--- src/rtl/alu_op_arbiter.sv ---
// Purpose: round-robin arbiter that gives two requesters turns on one shared logic unit.
// Latency: the response appears two cycles after acceptance, or one cycle for an illegal op when ALU_ARB_ERR_EN is defined.
// Backpressure: only one op is in flight at a time. While the response waits for rsp_ready, neither requester sees ready.
//
// Ports:
//   clk, rst_n               clock; asynchronous active-low reset
//   reqN_valid/_ready        per-requester handshake (N = 0, 1)
//   reqN_a, reqN_b, reqN_sel operands and op code (011 AND, 100 OR, 101 XOR, 110 NOT a)
//   lu_enable, lu_a/b/sel    drive the shared logic unit during the execute cycle
//   lu_result                combinational result returned by the logic unit
//   rsp_valid/_ready         response handshake
//   rsp_id, rsp_data         owning requester and the 16-bit result
//   rsp_err                  only present when ALU_ARB_ERR_EN is defined: flags an illegal op code
//   busy                     high whenever an op is in flight
// Optional feature macro: ALU_ARB_ERR_EN.
module alu_op_arbiter #(
    parameter logic RR_INIT = 1'b0
) (
    input  logic        clk,
    input  logic        rst_n,
    input  logic        req0_valid,
    output logic        req0_ready,
    input  logic [7:0]  req0_a,
    input  logic [7:0]  req0_b,
    input  logic [2:0]  req0_sel,
    input  logic        req1_valid,
    output logic        req1_ready,
    input  logic [7:0]  req1_a,
    input  logic [7:0]  req1_b,
    input  logic [2:0]  req1_sel,
    output logic        lu_enable,
    output logic [7:0]  lu_a,
    output logic [7:0]  lu_b,
    output logic [2:0]  lu_sel,
    input  logic [15:0] lu_result,
    output logic        rsp_valid,
    input  logic        rsp_ready,
    output logic        rsp_id,
    output logic [15:0] rsp_data,
`ifdef ALU_ARB_ERR_EN
    output logic        rsp_err,
`endif
    output logic        busy
);

    typedef enum logic [1:0] {
        ST_IDLE = 2'd0,
        ST_EXEC = 2'd1,
        ST_RESP = 2'd2
    } state_t;

    state_t      state_q, state_d;
    logic        rr_q, rr_d;
    logic [7:0]  a_q, a_d;
    logic [7:0]  b_q, b_d;
    logic [2:0]  sel_q, sel_d;
    logic        id_q, id_d;
    logic [15:0] rsp_data_q, rsp_data_d;
`ifdef ALU_ARB_ERR_EN
    logic        rsp_err_q, rsp_err_d;
`endif

    logic        grant_id;
    logic        accept;
    logic [7:0]  g_a;
    logic [7:0]  g_b;
    logic [2:0]  g_sel;

    always_comb begin
        state_d    = state_q;
        rr_d       = rr_q;
        a_d        = a_q;
        b_d        = b_q;
        sel_d      = sel_q;
        id_d       = id_q;
        rsp_data_d = rsp_data_q;
`ifdef ALU_ARB_ERR_EN
        rsp_err_d  = rsp_err_q;
`endif
        lu_enable  = 1'b0;
        accept     = 1'b0;

        // A lone requester wins outright. When both are valid, the rr pointer decides.
        grant_id = (req0_valid && req1_valid) ? rr_q : req1_valid;
        g_a      = grant_id ? req1_a   : req0_a;
        g_b      = grant_id ? req1_b   : req0_b;
        g_sel    = grant_id ? req1_sel : req0_sel;

        case (state_q)
            ST_IDLE: begin
                // The state register already reads IDLE during reset. Gating with rst_n
                // keeps ready low until reset is released.
                accept = (req0_valid || req1_valid) && rst_n;
                if (accept) begin
                    id_d    = grant_id;
                    a_d     = g_a;
                    b_d     = g_b;
                    sel_d   = g_sel;
                    rr_d    = ~grant_id;
                    state_d = ST_EXEC;
`ifdef ALU_ARB_ERR_EN
                    rsp_err_d = 1'b0;
                    if ((g_sel < 3'b011) || (g_sel == 3'b111)) begin
                        // An illegal op never reaches the logic unit. It answers next cycle with an error.
                        state_d    = ST_RESP;
                        rsp_data_d = 16'h0000;
                        rsp_err_d  = 1'b1;
                    end
`endif
                end
            end
            ST_EXEC: begin
                lu_enable  = 1'b1;
                rsp_data_d = lu_result;
                state_d    = ST_RESP;
            end
            ST_RESP: begin
                if (rsp_ready) begin
                    state_d = ST_IDLE;
                end
            end
            default: begin
                state_d = ST_IDLE;
            end
        endcase
    end

    always_ff @(posedge clk or negedge rst_n) begin
        if (!rst_n) begin
            state_q    <= ST_IDLE;
            rr_q       <= RR_INIT;
            a_q        <= 8'h00;
            b_q        <= 8'h00;
            sel_q      <= 3'b000;
            id_q       <= 1'b0;
            rsp_data_q <= 16'h0000;
`ifdef ALU_ARB_ERR_EN
            rsp_err_q  <= 1'b0;
`endif
        end else begin
            state_q    <= state_d;
            rr_q       <= rr_d;
            a_q        <= a_d;
            b_q        <= b_d;
            sel_q      <= sel_d;
            id_q       <= id_d;
            rsp_data_q <= rsp_data_d;
`ifdef ALU_ARB_ERR_EN
            rsp_err_q  <= rsp_err_d;
`endif
        end
    end

    assign req0_ready = accept & ~grant_id;
    assign req1_ready = accept & grant_id;
    assign lu_a       = a_q;
    assign lu_b       = b_q;
    assign lu_sel     = sel_q;
    assign rsp_valid  = (state_q == ST_RESP);
    assign rsp_id     = id_q;
    assign rsp_data   = rsp_data_q;
    assign busy       = (state_q != ST_IDLE);
`ifdef ALU_ARB_ERR_EN
    assign rsp_err    = rsp_err_q;
`endif

endmodule

--- config.mk ---
export PLATFORM = sky130hd
export DESIGN_NAME = alu_op_arbiter
export DESIGN_NICKNAME = d
export VERILOG_FILES = /design/src/rtl/alu_op_arbiter.sv
export SDC_FILE = /design/constraint.sdc
export NUM_CORES = 1
export LEC_CHECK = 0
export BUFFER_PORTS_ARGS = -buffer_cell sky130_fd_sc_hd__clkbuf_2
export CAP_MARGIN = 20
export CORE_MARGIN = 4
export CORE_UTILIZATION = 40
export CTS_CLUSTER_SIZE = 30
export DETAILED_ROUTE_END_ITERATION = 8
export PLACE_DENSITY_LB_ADDON = 0.08
export RECOVER_POWER = 50
export SYNTH_ARGS = -nofsm -noshare
export SYNTH_HDL_FRONTEND = slang
export SYNTH_SLANG_ARGS = --single-unit
--- constraint.sdc ---
create_clock -name clk -period 1.4 [get_ports clk]
set_clock_uncertainty 0.2 [all_clocks]
set_input_delay 0.28 -clock clk [delete_from_list [all_inputs] [get_ports clk]]
set_output_delay 0.28 -clock clk [all_outputs]
set_load 0.02 [all_outputs]
==> metrics.md <==
| Metric | Value |
|---|---|
| Final WL | 5180 µm |
| Failing checks | negative hold slack, negative setup slack |
| Initial drt markers | 60 |
| Synthesized net count | 200 |
| Drt pass-1 iters | 4 |
| I/O pins | 100 |
| Area occupied by multi-input gates | 830 µm² |
| Initial antenna violation count | 0 |
| Vias in the first global route | 1693 |
| Worst endpoint data arrival time | 1490 ps |
| All-layer global routing usage | 18.6% |
| Hold Violations, Final | 29 |
| Post-place setup slack | -287 ps |
| Filler cells | 350 |
| Critical Path Sink Type | output pin |
| Max Root-Sink Buffers | 2 |
| Vert. Die Dim | 74.9 µm |
| DIE WIDTH | 74.9 µm |
| Fmax | 508 MHz |
| CP Max Fanout | 2 |
| Synth Warn # | 0 |
| Final setup margin | -568 ps |
| GRT overflow | 0 |
| Synth area leader | dfrtp_1 |
| Worst rel slew slack | 68.2% |
| Clock sink total | 39 |
| Synth top area cells | dfrtp_1 (55%), a221o_1 (11%), nor3_2 (11%), mux2_2 (10%), nand2_1 (4.2%) |
| Clk_lat worst skew | 290 ps |
| Htree depth | 2 |
| Status | finished with violations |
| Residual DRC | 0 |
| Max-cap viol count | 0 |
| Critical path startpoint category | register |
| Synth Register Bits | 39 |
| Pins Over Slew Limit | 0 |
| # diodes | 0 |
| Avg Cell Area, Syn | 12.7 µm² |
| P&R area growth vs syn | 60.9% |
| Setup repair after global routing missed its margin | true |
| Worst setup path class | register to output pin |
| HP Class | input pin to asynchronous set/reset pin |
| Placer Congestion | 0.724 |
| Mapped Area | 0.00179 mm² |
| Initial Utilization | 41.1% |
| # rows | 24 |
| TritonCTS Buffers | 5 |
| Crit path from | state_q[0] |
| Nets | 324 |
| Synth top area share | 54.5% |
| WP data required | 920 ps |
| IO Port Bufs | 99 |
| Synth Instances | 141 |
| Final setup vio count | 44 |
| Worst reg2reg setup slack | -370 ps |
| Share of the cycle needed by the critical path after routing | 141% |
| Clk slew on worst S/H paths | 80 ps |
| FF-to-FF Start | state_q[0] |
| Pin slew with the least headroom to its limit | 475 ps |
| Reg2reg end | rsp_data[11] |
| Vias | 1639 |
| Hold buffers post-CTS | 1 |
| Seq. cell area | 976 µm² |
| Post-DP HPWL | 3660 µm |
| Final antenna-violating net count | 0 |
| First-pass GRT wire length | 7850 µm |
| Largest net degree at the start of global routing | 30 |
| CTS tree | built |
| Worst reg2reg path depth | 7 |
| Post-synthesis sequential area ratio | 54.5% |
| DIE AREA | 0.00561 mm² |
| Peak VDD IR | 0.000749 V |
| Post-synthesis cell type count | 19 |
| Root Driver | clkbuf_8 |
| Share of post-route cells with drive strength above 1 | 67.3% |
| P_leak | 0.00148 µW |
| Vias per std cell | 5.15 |
| Power per Cell Area | 2050 mW/mm² |
| WL per Instance | 16.3 µm |
| Min Tclk post-route | 1970 ps |
| Core ar. | 0.00435 mm² |
| Hold Slack | -145 ps |
| Power, Total | 5910 µW |
layer usage:
layer	GRT usage [%]	wire [µm]	up-vias
li1	-	-	759
met1	21.9	2030	803
met2	31.8	2650	70
met3	6.54	445	7
met4	5.93	61	0
met5	0	0	-
Yosys cell counts, drive strengths merged:
cell    count
buf         8
or3b        1
or2         1
nand2      20
and3        1
mux2       16
inv         4
nor3       19
dfrtp      39
a221o      19
a21oi       2
clkbuf      4
a21o        1
and2b       1
o21ai       1
nor3b       2
nor2b       2
power breakdown:
group	internal (µW)	leakage, µW	switching [µW]	total [µW]
sequential	1660	0.000471	322	1980
clock	712	0.0000654	389	1100
combinational	1350	0.000945	1480	2830
total	3720	0.00148	2190	5910
layout by cell type, fill, tap and decap left out:
master,count
a21o_1,1
inv_1,4
clkbuf_1,1
bufinv_16,2
buf_8,3
buf_16,1
and3_4,1
or3b_4,1
dlygate4sd3_1,1
nand2_1,20
and2b_1,1
a21oi_1,1
clkbuf_2,94
or2_2,1
nor3_2,19
dfrtp_1,39
clkbuf_8,7
nor2b_2,1
a221o_1,19
a21oi_2,1
buf_6,9
mux2_4,16
buf_4,16
nor3b_4,2
buf_12,3
nor2b_4,1
o21ai_4,1
worst max-delay path by stage:
| stage | to | slack [ps] | cells after the start |
|---|---|---|---|
| after floorplan | req1_ready | -330 | 3 |
| after global routing | req1_ready | -620 | 3 |
| final | req1_ready | -570 | 3 |
| after global placement | req1_ready | -290 | 4 |
| after CTS | req1_ready | -570 | 3 |
| after detailed placement | lu_sel[0] | -290 | 5 |
through the flow:
step | std cells | TNS (ps) | hold WS [ps] | cell area [µm²] | utilization (%)
global placement | 297 | -8120 | 53.0 | 2480 | 56.9
floorplan | 141 | -2630 | -216 | 1860 | -
CTS | 312 | -11480 | -139 | 2800 | 64.4
detailed placement | 297 | -9900 | 65.5 | 2480 | 56.9
finish | 318 | -14110 | -145 | 2880 | 66.1
global route | 318 | -16560 | -122 | 2880 | 66.1
what timing repair did:
action                                  4_1_cts  5_1_grt
hold endpoints to repair                     39       29
endpoints found under the setup margin       43       44
buffers inserted                              4        5
cloned                                        2        1
pin swaps                                     3        2
resized for setup                            32       11
final cells by class:
type	instances	share of cell area [%]
Clock inverter	2	2.09
Sequential cell	39	33.9
Clock buffer	6	2.52
Inverter	4	0.521
Timing Repair Buffer	129	29.9
Tap cell	52	2.26
Multi-Input combinational cell	86	28.8
worst max-delay path, cell delays in order, from the launching register on:
cell and delay (ps):
dfrtp_1 380, or3b_4 410, nor3b_4 220, clkbuf_8 190
cells by family (layout without fill, tap and decap cells):
| family | after synthesis | after routing | share of synthesized area (%) |
|---|---|---|---|
| AO/OA/AOI/OAI | 23 | 23 | 11.9 |
| buffers and inverters | 16 | 141 | 4.89 |
| flip-flops | 39 | 39 | 54.5 |
| multiplexers | 16 | 16 | 10.1 |
| AND/OR/NAND/NOR | 47 | 47 | 18.7 |
sequential cells by signal (all words and copies together) (netlist names):
register  count
rsp_id        1
lu_sel        3
rsp_data     16
state_q       2
rr_q          1
lu_b          8
lu_a          8
Power figures use the tool's default switching activity.
